===== config.mk =====
export PLATFORM = sky130hd
export DESIGN_NAME = alu_op_sequencer_flat
export DESIGN_NICKNAME = d
export VERILOG_FILES = /design/src/rtl/alu_ctrl_pkg.sv /design/src/rtl/alu_op_sequencer_if.sv /design/src/rtl/instr_field_decode.sv /design/src/rtl/alu_op_sequencer.sv /design/src/flat_wrapper.sv
export SDC_FILE = /design/constraint.sdc
export NUM_CORES = 1
export LEC_CHECK = 0
export CAP_MARGIN = 5
export CORE_UTILIZATION = 46
export DETAILED_ROUTE_END_ITERATION = 10
export GPL_ROUTABILITY_DRIVEN = 0
export PLACE_DENSITY = 0.9
export RECOVER_POWER = 25
export SYNTH_ARGS = -nofsm -noshare
export SYNTH_HDL_FRONTEND = slang
export SYNTH_SLANG_ARGS = --single-unit

===== constraint.sdc =====
create_clock -name clk -period 2.2 [get_ports clk]
set_input_delay 0.22 -clock clk [delete_from_list [all_inputs] [get_ports clk]]
set_output_delay 0.22 -clock clk [all_outputs]
set_load 0.03 [all_outputs]

===== src/rtl/alu_ctrl_pkg.sv =====
// Shared encodings for the ALU operation sequencer: opcode/op values,
// instruction field positions, FSM states and decoded instruction classes.
package alu_ctrl_pkg;

    localparam logic [2:0] OPC_MOV    = 3'b110;
    localparam logic [2:0] OPC_ALU    = 3'b101;

    localparam logic [1:0] OP_MOV_IMM = 2'b10;
    localparam logic [1:0] OP_MOV_REG = 2'b00;
    localparam logic [1:0] OP_ADD     = 2'b00;
    localparam logic [1:0] OP_CMP     = 2'b01;
    localparam logic [1:0] OP_AND     = 2'b10;
    localparam logic [1:0] OP_MVN     = 2'b11;

    // Low bit of each field in a 16-bit instruction word.
    localparam int OPC_LSB = 13;
    localparam int OP_LSB  = 11;
    localparam int RN_LSB  = 8;
    localparam int RD_LSB  = 5;
    localparam int SH_LSB  = 3;
    localparam int RM_LSB  = 0;
    localparam int IMM_LSB = 0;

    typedef enum logic [2:0] {
        ST_WAIT      = 3'd0,
        ST_DECODE    = 3'd1,
        ST_WRITE_IMM = 3'd2,
        ST_GET_A     = 3'd3,
        ST_GET_B     = 3'd4,
        ST_EXEC      = 3'd5,
        ST_WRITE_REG = 3'd6
    } state_t;

    typedef enum logic [2:0] {
        K_ILLEGAL = 3'd0,
        K_MOV_IMM = 3'd1,
        K_MOV_REG = 3'd2,
        K_ADD     = 3'd3,
        K_CMP     = 3'd4,
        K_AND     = 3'd5,
        K_MVN     = 3'd6
    } kind_t;

    function automatic logic [15:0] sign_ext8(input logic [7:0] v);
        return {{8{v[7]}}, v};
    endfunction

endpackage


===== src/rtl/alu_op_sequencer_if.sv =====
// Instruction handshake and datapath control bundle between an instruction
// source (master) and the ALU operation sequencer (slave).
interface alu_op_sequencer_if #(
    parameter int INSTR_W = 16,
    parameter int RSEL_W  = 3
);
    logic               start;
    logic [INSTR_W-1:0] instr;
    logic               ready;
    logic               done;
    logic               illegal;
    logic [RSEL_W-1:0]  rf_rsel;
    logic [RSEL_W-1:0]  rf_wsel;
    logic               rf_we;
    logic               vsel;
    logic [15:0]        imm_sx;
    logic               loada;
    logic               loadb;
    logic               loadc;
    logic               loads;
    logic               asel;
    logic [1:0]         shift;
    logic               addSubVals;
    logic               andVals;
    logic               notBVal;
    logic               sub;

    modport master (
        output start, instr,
        input  ready, done, illegal, rf_rsel, rf_wsel, rf_we, vsel, imm_sx,
               loada, loadb, loadc, loads, asel, shift,
               addSubVals, andVals, notBVal, sub
    );

    modport slave (
        input  start, instr,
        output ready, done, illegal, rf_rsel, rf_wsel, rf_we, vsel, imm_sx,
               loada, loadb, loadc, loads, asel, shift,
               addSubVals, andVals, notBVal, sub
    );

endinterface


===== src/rtl/instr_field_decode.sv =====
// Combinational slicing of an instruction word into register selects, shift,
// sign-extended immediate and instruction class with a legality flag.
module instr_field_decode
    import alu_ctrl_pkg::*;
#(
    parameter int INSTR_W = 16,
    parameter int RSEL_W  = 3
) (
    input  logic [INSTR_W-1:0] instr,
    output logic [RSEL_W-1:0]  rn,
    output logic [RSEL_W-1:0]  rd,
    output logic [RSEL_W-1:0]  rm,
    output logic [1:0]         sh,
    output logic [15:0]        imm_sx,
    output kind_t              kind,
    output logic               legal
);

    logic [2:0] opc_s;
    logic [1:0] op_s;

    assign opc_s  = instr[OPC_LSB +: 3];
    assign op_s   = instr[OP_LSB +: 2];
    assign rn     = instr[RN_LSB +: RSEL_W];
    assign rd     = instr[RD_LSB +: RSEL_W];
    assign rm     = instr[RM_LSB +: RSEL_W];
    assign sh     = instr[SH_LSB +: 2];
    assign imm_sx = sign_ext8(instr[IMM_LSB +: 8]);

    // Opcode/op pair to instruction class; anything outside the table is illegal.
    always_comb begin
        kind = K_ILLEGAL;
        case ({opc_s, op_s})
            {OPC_MOV, OP_MOV_IMM}: kind = K_MOV_IMM;
            {OPC_MOV, OP_MOV_REG}: kind = K_MOV_REG;
            {OPC_ALU, OP_ADD}:     kind = K_ADD;
            {OPC_ALU, OP_CMP}:     kind = K_CMP;
            {OPC_ALU, OP_AND}:     kind = K_AND;
            {OPC_ALU, OP_MVN}:     kind = K_MVN;
            default:               kind = K_ILLEGAL;
        endcase
    end

    assign legal = (kind != K_ILLEGAL);

endmodule


===== src/rtl/alu_op_sequencer.sv =====
// Multi-cycle control FSM that accepts one instruction per handshake and steps
// the register file / ALU datapath through read, execute and write-back.
module alu_op_sequencer
    import alu_ctrl_pkg::*;
#(
    parameter int INSTR_W = 16,
    parameter int RSEL_W  = 3
) (
    input  logic              clk,
    input  logic              rst_n,
    alu_op_sequencer_if.slave bus
);

    typedef struct packed {
        logic              ready;
        logic              done;
        logic              illegal;
        logic [RSEL_W-1:0] rf_rsel;
        logic [RSEL_W-1:0] rf_wsel;
        logic              rf_we;
        logic              vsel;
        logic [15:0]       imm_sx;
        logic              loada;
        logic              loadb;
        logic              loadc;
        logic              loads;
        logic              asel;
        logic [1:0]        shift;
        logic              add_sub_vals;
        logic              and_vals;
        logic              not_b_val;
        logic              sub;
    } ctrl_t;

    state_t             state_r;
    state_t             state_nxt_s;
    logic [INSTR_W-1:0] instr_r;
    logic [INSTR_W-1:0] instr_nxt_s;
    ctrl_t              ctrl_r;
    ctrl_t              ctrl_nxt_s;

    logic [RSEL_W-1:0]  rn_s;
    logic [RSEL_W-1:0]  rd_s;
    logic [RSEL_W-1:0]  rm_s;
    logic [1:0]         sh_s;
    logic [15:0]        imm_sx_s;
    kind_t              kind_s;
    logic               legal_s;

    // Decoding the next instruction lets every output be registered yet
    // still line up with the state it belongs to.
    instr_field_decode #(
        .INSTR_W (INSTR_W),
        .RSEL_W  (RSEL_W)
    ) u_decode (
        .instr  (instr_nxt_s),
        .rn     (rn_s),
        .rd     (rd_s),
        .rm     (rm_s),
        .sh     (sh_s),
        .imm_sx (imm_sx_s),
        .kind   (kind_s),
        .legal  (legal_s)
    );

    // Next state and instruction latch; starts are only honoured in WAIT.
    always_comb begin
        state_nxt_s = state_r;
        instr_nxt_s = instr_r;
        case (state_r)
            ST_WAIT: begin
                if (bus.start) begin
                    state_nxt_s = ST_DECODE;
                    instr_nxt_s = bus.instr;
                end else begin
                    state_nxt_s = ST_WAIT;
                    instr_nxt_s = instr_r;
                end
            end
            ST_DECODE: begin
                if (!legal_s) begin
                    state_nxt_s = ST_WAIT;
                end else begin
                    case (kind_s)
                        K_MOV_IMM:              state_nxt_s = ST_WRITE_IMM;
                        K_MOV_REG, K_MVN:       state_nxt_s = ST_GET_B;
                        K_ADD, K_CMP, K_AND:    state_nxt_s = ST_GET_A;
                        default:                state_nxt_s = ST_WAIT;
                    endcase
                end
            end
            ST_WRITE_IMM: state_nxt_s = ST_WAIT;
            ST_GET_A:     state_nxt_s = ST_GET_B;
            ST_GET_B:     state_nxt_s = ST_EXEC;
            ST_EXEC: begin
                if (kind_s == K_CMP) begin
                    state_nxt_s = ST_WAIT;
                end else begin
                    state_nxt_s = ST_WRITE_REG;
                end
            end
            ST_WRITE_REG: state_nxt_s = ST_WAIT;
            default:      state_nxt_s = ST_WAIT;
        endcase
    end

    // Control word for the state being entered; done/illegal mark the exit path.
    always_comb begin
        ctrl_nxt_s        = '0;
        ctrl_nxt_s.imm_sx = imm_sx_s;
        ctrl_nxt_s.shift  = sh_s;
        case (state_nxt_s)
            ST_WAIT: begin
                ctrl_nxt_s.ready   = 1'b1;
                ctrl_nxt_s.done    = (state_r == ST_WRITE_IMM) || (state_r == ST_EXEC) ||
                                     (state_r == ST_WRITE_REG);
                ctrl_nxt_s.illegal = (state_r == ST_DECODE);
            end
            ST_DECODE: begin
                ctrl_nxt_s.ready = 1'b0;
            end
            ST_WRITE_IMM: begin
                ctrl_nxt_s.rf_wsel = rn_s;
                ctrl_nxt_s.vsel    = 1'b1;
                ctrl_nxt_s.rf_we   = 1'b1;
            end
            ST_GET_A: begin
                ctrl_nxt_s.rf_rsel = rn_s;
                ctrl_nxt_s.loada   = 1'b1;
            end
            ST_GET_B: begin
                ctrl_nxt_s.rf_rsel = rm_s;
                ctrl_nxt_s.loadb   = 1'b1;
            end
            ST_EXEC: begin
                ctrl_nxt_s.loadc        = (kind_s != K_CMP);
                ctrl_nxt_s.loads        = (kind_s != K_MOV_REG);
                ctrl_nxt_s.asel         = (kind_s == K_MOV_REG) || (kind_s == K_MVN);
                ctrl_nxt_s.add_sub_vals = (kind_s == K_ADD) || (kind_s == K_CMP) ||
                                          (kind_s == K_MOV_REG);
                ctrl_nxt_s.and_vals     = (kind_s == K_AND);
                ctrl_nxt_s.not_b_val    = (kind_s == K_MVN);
                ctrl_nxt_s.sub          = (kind_s == K_CMP);
            end
            ST_WRITE_REG: begin
                ctrl_nxt_s.rf_wsel = rd_s;
                ctrl_nxt_s.vsel    = 1'b0;
                ctrl_nxt_s.rf_we   = 1'b1;
            end
            default: begin
                ctrl_nxt_s.ready = 1'b0;
            end
        endcase
    end

    // FSM state, instruction register and registered control outputs.
    always_ff @(posedge clk or negedge rst_n) begin
        if (!rst_n) begin
            state_r      <= ST_WAIT;
            instr_r      <= '0;
            ctrl_r       <= '0;
            ctrl_r.ready <= 1'b1;
        end else begin
            state_r <= state_nxt_s;
            instr_r <= instr_nxt_s;
            ctrl_r  <= ctrl_nxt_s;
        end
    end

    assign bus.ready      = ctrl_r.ready;
    assign bus.done       = ctrl_r.done;
    assign bus.illegal    = ctrl_r.illegal;
    assign bus.rf_rsel    = ctrl_r.rf_rsel;
    assign bus.rf_wsel    = ctrl_r.rf_wsel;
    assign bus.rf_we      = ctrl_r.rf_we;
    assign bus.vsel       = ctrl_r.vsel;
    assign bus.imm_sx     = ctrl_r.imm_sx;
    assign bus.loada      = ctrl_r.loada;
    assign bus.loadb      = ctrl_r.loadb;
    assign bus.loadc      = ctrl_r.loadc;
    assign bus.loads      = ctrl_r.loads;
    assign bus.asel       = ctrl_r.asel;
    assign bus.shift      = ctrl_r.shift;
    assign bus.addSubVals = ctrl_r.add_sub_vals;
    assign bus.andVals    = ctrl_r.and_vals;
    assign bus.notBVal    = ctrl_r.not_b_val;
    assign bus.sub        = ctrl_r.sub;

endmodule


===== src/flat_wrapper.sv =====
// flat-port wrapper written by rule: the top's interface ports become plain ports
module alu_op_sequencer_flat import alu_ctrl_pkg::*;
#(
    parameter int INSTR_W = 16,
    parameter int RSEL_W  = 3
)
  (clk, rst_n, bus_start, bus_instr, bus_ready, bus_done, bus_illegal, bus_rf_rsel, bus_rf_wsel, bus_rf_we, bus_vsel, bus_imm_sx, bus_loada, bus_loadb, bus_loadc, bus_loads, bus_asel, bus_shift, bus_addSubVals, bus_andVals, bus_notBVal, bus_sub);
  alu_op_sequencer_if #(.INSTR_W(INSTR_W), .RSEL_W(RSEL_W)) bus_i ();
  input  logic clk;
  input  logic rst_n;
  input wire logic [$bits(bus_i.start)-1:0] bus_start;
  input wire logic [$bits(bus_i.instr)-1:0] bus_instr;
  output wire logic [$bits(bus_i.ready)-1:0] bus_ready;
  output wire logic [$bits(bus_i.done)-1:0] bus_done;
  output wire logic [$bits(bus_i.illegal)-1:0] bus_illegal;
  output wire logic [$bits(bus_i.rf_rsel)-1:0] bus_rf_rsel;
  output wire logic [$bits(bus_i.rf_wsel)-1:0] bus_rf_wsel;
  output wire logic [$bits(bus_i.rf_we)-1:0] bus_rf_we;
  output wire logic [$bits(bus_i.vsel)-1:0] bus_vsel;
  output wire logic [$bits(bus_i.imm_sx)-1:0] bus_imm_sx;
  output wire logic [$bits(bus_i.loada)-1:0] bus_loada;
  output wire logic [$bits(bus_i.loadb)-1:0] bus_loadb;
  output wire logic [$bits(bus_i.loadc)-1:0] bus_loadc;
  output wire logic [$bits(bus_i.loads)-1:0] bus_loads;
  output wire logic [$bits(bus_i.asel)-1:0] bus_asel;
  output wire logic [$bits(bus_i.shift)-1:0] bus_shift;
  output wire logic [$bits(bus_i.addSubVals)-1:0] bus_addSubVals;
  output wire logic [$bits(bus_i.andVals)-1:0] bus_andVals;
  output wire logic [$bits(bus_i.notBVal)-1:0] bus_notBVal;
  output wire logic [$bits(bus_i.sub)-1:0] bus_sub;
  assign bus_i.start = bus_start;
  assign bus_i.instr = bus_instr;
  assign bus_ready = bus_i.ready;
  assign bus_done = bus_i.done;
  assign bus_illegal = bus_i.illegal;
  assign bus_rf_rsel = bus_i.rf_rsel;
  assign bus_rf_wsel = bus_i.rf_wsel;
  assign bus_rf_we = bus_i.rf_we;
  assign bus_vsel = bus_i.vsel;
  assign bus_imm_sx = bus_i.imm_sx;
  assign bus_loada = bus_i.loada;
  assign bus_loadb = bus_i.loadb;
  assign bus_loadc = bus_i.loadc;
  assign bus_loads = bus_i.loads;
  assign bus_asel = bus_i.asel;
  assign bus_shift = bus_i.shift;
  assign bus_addSubVals = bus_i.addSubVals;
  assign bus_andVals = bus_i.andVals;
  assign bus_notBVal = bus_i.notBVal;
  assign bus_sub = bus_i.sub;
  alu_op_sequencer #(.INSTR_W(INSTR_W), .RSEL_W(RSEL_W)) u_core (.clk(clk), .rst_n(rst_n), .bus(bus_i));
endmodule

After elaboration in Yosys (flattened, before gate mapping)
Cells that the tools add are included. Widths: inputs -> output; s select.

Eq/ne operators: 25. Multiplexer cells: 16. Reductions and logical operators: 10.

Operators by type and width (number): $mux 16 (2); $eq 5x5->1 const B (6); $eq 3x3->1 const B (9); $eq 3x2->1 const B (6); $pmux 3 s6 (1); $pmux 3 s5 (1); $pmux 5 s2 (1); $mux 3 (3); $pmux 3 s3 (1); $eq 3x1->1 const B (2); $logic_not 3->1 (2); $pmux 3 s2 (1); $logic_or 1x1->1 (5); $mux 1 (4); $mux 4 (1); $ne 3x2->1 const B (1); $ne 3x3->1 const B (1); $reduce_bool 3->1 (1); $reduce_or 3->1 (1); $mux 2 (1); $reduce_or 2->1 (1).

Flip-flop bits (word level): 49. Input bits: 19. Logic and storage cells: 71.

Depth between registers and ports, before layout
Word-level depth: 11. Mapped depth: 6. Mapped depth without buffers: 4.

Cells and area by module
From an unflattened synthesis, not the netlist that was laid out.

Cells, all modules: 167. Area, all modules: 2278.4 um^2.

Modules (own cells, without submodules): alu_op_sequencer (times used 1, cells each 128, area each 1998.2 um^2, seq. area each 1427.6 um^2); instr_field_decode (times used 1, cells each 39, area each 280.3 um^2, seq. area each 0.0 um^2).

Worst setup path before layout
OpenSTA, ideal clock, no wires.

Path type: flip-flop to flip-flop. From: register u_core.state_r[1]. To: register u_core.ctrl_r (netlist bit u_core.bus.rf_rsel[1]). Arrival time: 1.459 ns. Setup slack: 0.606 ns. Stages on the path, launching flop included: 6. Buffers on the path: 2. Period minus slack after synthesis: 1.594 ns. Cell sequence: dfrtp_1 nor4b_4 buf_4 buf_6 mux2i_1 o22ai_1.

RTL lines: start, declared (line alu_op_sequencer.sv:35) `state_t state_r;`; start signal, assigned (line alu_op_sequencer.sv:164) `state_r <= state_nxt_s;`; end signal, assigned (line alu_op_sequencer.sv:166) `ctrl_r <= ctrl_nxt_s;`; end, declared (line alu_op_sequencer.sv:39) `ctrl_t ctrl_r;`.

==> metrics.csv <==
stage;metric;value;unit
logic_synthesis;Syn Area/Cell;10.9;um2
logic_synthesis;synthesis-stage register bit count;39;
global_routing;GRT Resource Usage Total;18.9;%
logic_synthesis;Synth area leaders;dfrtp_1, buf_4, nand2_1;
worst_setup_path;CP Launch Type;flip-flop;
timing;Final min period;1.79;ns
floorplan;chip width;64.9;um
detailed_routing;final WL;3510;um
logic_synthesis;Post-Syn Nets;186;
floorplan;Starting Density;48.9;%
logic_synthesis;Distinct cells, synth;39;
clocking;TritonCTS clock tree;yes;
clocking;clock-pin slew on the worst setup and hold paths;0.08;ns
worst_setup_path;reg-to-reg endpoint;u_core.bus.illegal;
logic_synthesis;top-count cell post-synth;dfrtp_1;
final_layout;# fillers;304;
final_layout;layout cells sized above 1;10.8;%
global_routing;largest net degree at the start of global routing;40;
worst_setup_path;WP data arrival;1.97;ns
detailed_routing;DRC viols;0;
timing;highest clock rate;559;MHz
logic_synthesis;Seq/Total Area, Yosys;53.8;%
clocking;Clock Latency Late Sink;0.29;ns
worst_setup_path;crit path capture type;flip-flop;
detailed_routing;first-pass detailed-route iteration total;4;
logic_synthesis;Post-synth EDFFs;0;
detailed_routing;routed length per instance;13.4;um
clocking;TritonCTS buffer count;5;
job;maxcap violations;0;
logic_synthesis;synth cell count leaders;dfrtp_1, nand2_1, buf_4, inv_1;
pwr;Reg power frac;33.1;%
timing;final hold vios;0;
timing;Slew Limit Fails;0;
detailed_routing;antenna-violating nets left;0;
clocking;total clock sinks;39;
place;PortBufs;56;
worst_setup_path;Setup CP Type;reg2reg;
timing;Period Utilization, post-route;81.3;%
clocking;root buffer cell;clkbuf_8;
pwr;clock power share;16.3;%
global_routing;first-pass GRT wire length;5920;um
global_routing;initial antenna violation count;0;
logic_synthesis;cell accounting for the most synthesized area;dfrtp_1;
place;worst slack, placed;0.257;ns
hold_path;Hold Crit Class;in2async;
final_layout;# diodes;0;
worst_setup_path;Reg2Reg Depth;4;
timing;Sum Neg Setup Slack;0;ns
clocking;# H-tree levels;2;
detailed_routing;vias;1318;
timing;Setup Viol. Count Final;0;
global_routing;vias in the first global route;1303;
detailed_routing;vias per inst;5.05;
place;DP Wirelength;2550;um
logic_synthesis;Yosys warning count;0;
floorplan;Die ar.;4210;um2
logic_synthesis;share of the synthesized area in the top cell type;52.3;%
timing;Setup WS post-layout;0.412;ns
final_layout;Nets;231;
floorplan;number of top-level pins;57;
run_status;status;complete, no violations;
logic_synthesis;Post-synth ARST share;100;%
worst_setup_path;worst reg2reg setup slack;0.41;ns
clocking;Max Buffers Root-to-Sink;2;
worst_setup_path;Worst Path Max Fanout;12;
worst_setup_path;WP data required;2.38;ns
detailed_routing;First DRT Iteration DRCs;91;
timing;Worst Clk Skew;0.00672;ns
pwr;switching share of power;42.4;%
global_routing;global route total overflow;0;
pwr;Int Pwr;2130;uW
floorplan;Core Area;3720;um2
logic_synthesis;synthesized instance count;167;
logic_synthesis;Synth Flop Type;dfrtp_1;
floorplan;num rows;22;
timing;headroom to the max-slew limit;46.0;%
final_layout;P&R area growth vs syn;32.4;%
pwr;Static Leakage;0.00112;uW
timing;RSZ-0062 raised after global routing;no;
worst_setup_path;FF-to-FF Start;u_core.state_r[1];
clocking;Post-CTS Setup Inserts;0;
pwr;NetSw;1570;uW
logic_synthesis;post-synthesis cell area;1820;um2
pwr;pwr/cell area;1540;nW/um2
timing;Slew @ Worst Pin;0.810;ns
pwr;maximum vdd drop;0.877;mV
pwr;combinational share of power;50.6;%
clocking;post-cts sizing count;0;
floorplan;die height;64.9;um
clocking;CTS Hold Bufs;0;
[per-layer routing]
metal / GRT usage [%] / part of all wire, %
met5: 0 / 0
met3: 4.40 / 6.9
met2: 29.9 / 47
met1: 24.4 / 44
met4: 8.33 / 1.9
[critical path: stages, from the launching register on]
cell and delay, ns:
dfrtp_1 0.50, or4b_4 0.68, and2_4 0.19, o311ai_4 0.23
nor3_1 0.08
[registers in the layout (all words and copies together), names as in the netlist, 3 cells and up]
register            cells
u_core.bus.rf_rsel      3
u_core.instr_r         16
u_core.bus.rf_wsel      3
u_core.state_r          3
[area by class of cell]
cell class / instances / area (um2) / area share, %
Inverter: 10 / 37.5 / 1.56
Timing Repair Buffer: 59 / 578 / 24.0
Tap cell: 48 / 60.1 / 2.49
Multi-Input combinational cell: 97 / 638 / 26.5
Sequential cell: 39 / 977 / 40.6
Clock inverter: 3 / 47.5 / 1.98
Clock buffer: 5 / 68.8 / 2.86
[worst max path at each step]
| stage | startpoint | slack, ns | cells past startpoint | end |
|---|---|---|---|---|
| floorplan | u_core.state_r[1] | 0.61 | 5 | u_core.bus.rf_rsel[1] |
| global placement | bus_start | 0.30 | 5 | u_core.bus.illegal |
| detailed placement | bus_instr[14] | 0.26 | 5 | u_core.bus.rf_rsel[0] |
| CTS | u_core.state_r[1] | 0.40 | 4 | u_core.bus.illegal |
| global route | u_core.state_r[1] | 0.33 | 5 | u_core.bus.rf_wsel[0] |
| finish | u_core.state_r[1] | 0.41 | 4 | u_core.bus.illegal |
[layout by cell type, fill, tap and decap left out, types with 2 or more instances in the layout]
cell and n:
clkdlybuf4s50_1 55, dfrtp_1 38, nand2_1 31, inv_1 10, nor2_1 6, and2_1 6
o22ai_1 5, clkbuf_8 5, a21oi_1 4, o21ai_0 4, mux2i_1 4, mux2_1 3
buf_4 3, nand3b_1 2, nor2b_1 2, nor3b_2 2, a22oi_1 2, nand2b_1 2
nand4_1 2, nand3_1 2, o21ai_1 2
[kinds of logic after synthesis]
logic type / Yosys count / synth area share, %
buffers and inverters: 31 / 11.1
muxes: 8 / 4.68
and+or+nand+nor: 67 / 21.8
DFF: 39 / 53.8
AOI/OAI and AO/OA: 22 / 8.60
[stage by stage]
step / total power (uW) / utilization [%] / instance area (um2) / cells / hold WS, ns
3_5_place_dp: 3110 / 61.6 / 2290 / 253 / 0.363
3_3_place_gp: 3070 / 61.6 / 2290 / 253 / 0.351
5_1_grt: 3920 / 64.8 / 2410 / 261 / 0.0907
4_1_cts: 3720 / 64.8 / 2410 / 261 / 0.0381
6_report: 3700 / 64.8 / 2410 / 261 / 0.0137
2_1_floorplan: 2630 / - / 1820 / 167 / -0.0756
[power groups by stage]
stage	clock, uW	sequential [uW]	combinational, uW
after floorplan	0	1350	1270
after global placement	0	1220	1850
after detailed placement	0	1230	1880
after CTS	617	1220	1890
after global routing	649	1260	2020
final	603	1220	1870
No activity file was read; power rests on OpenSTA's default activity.
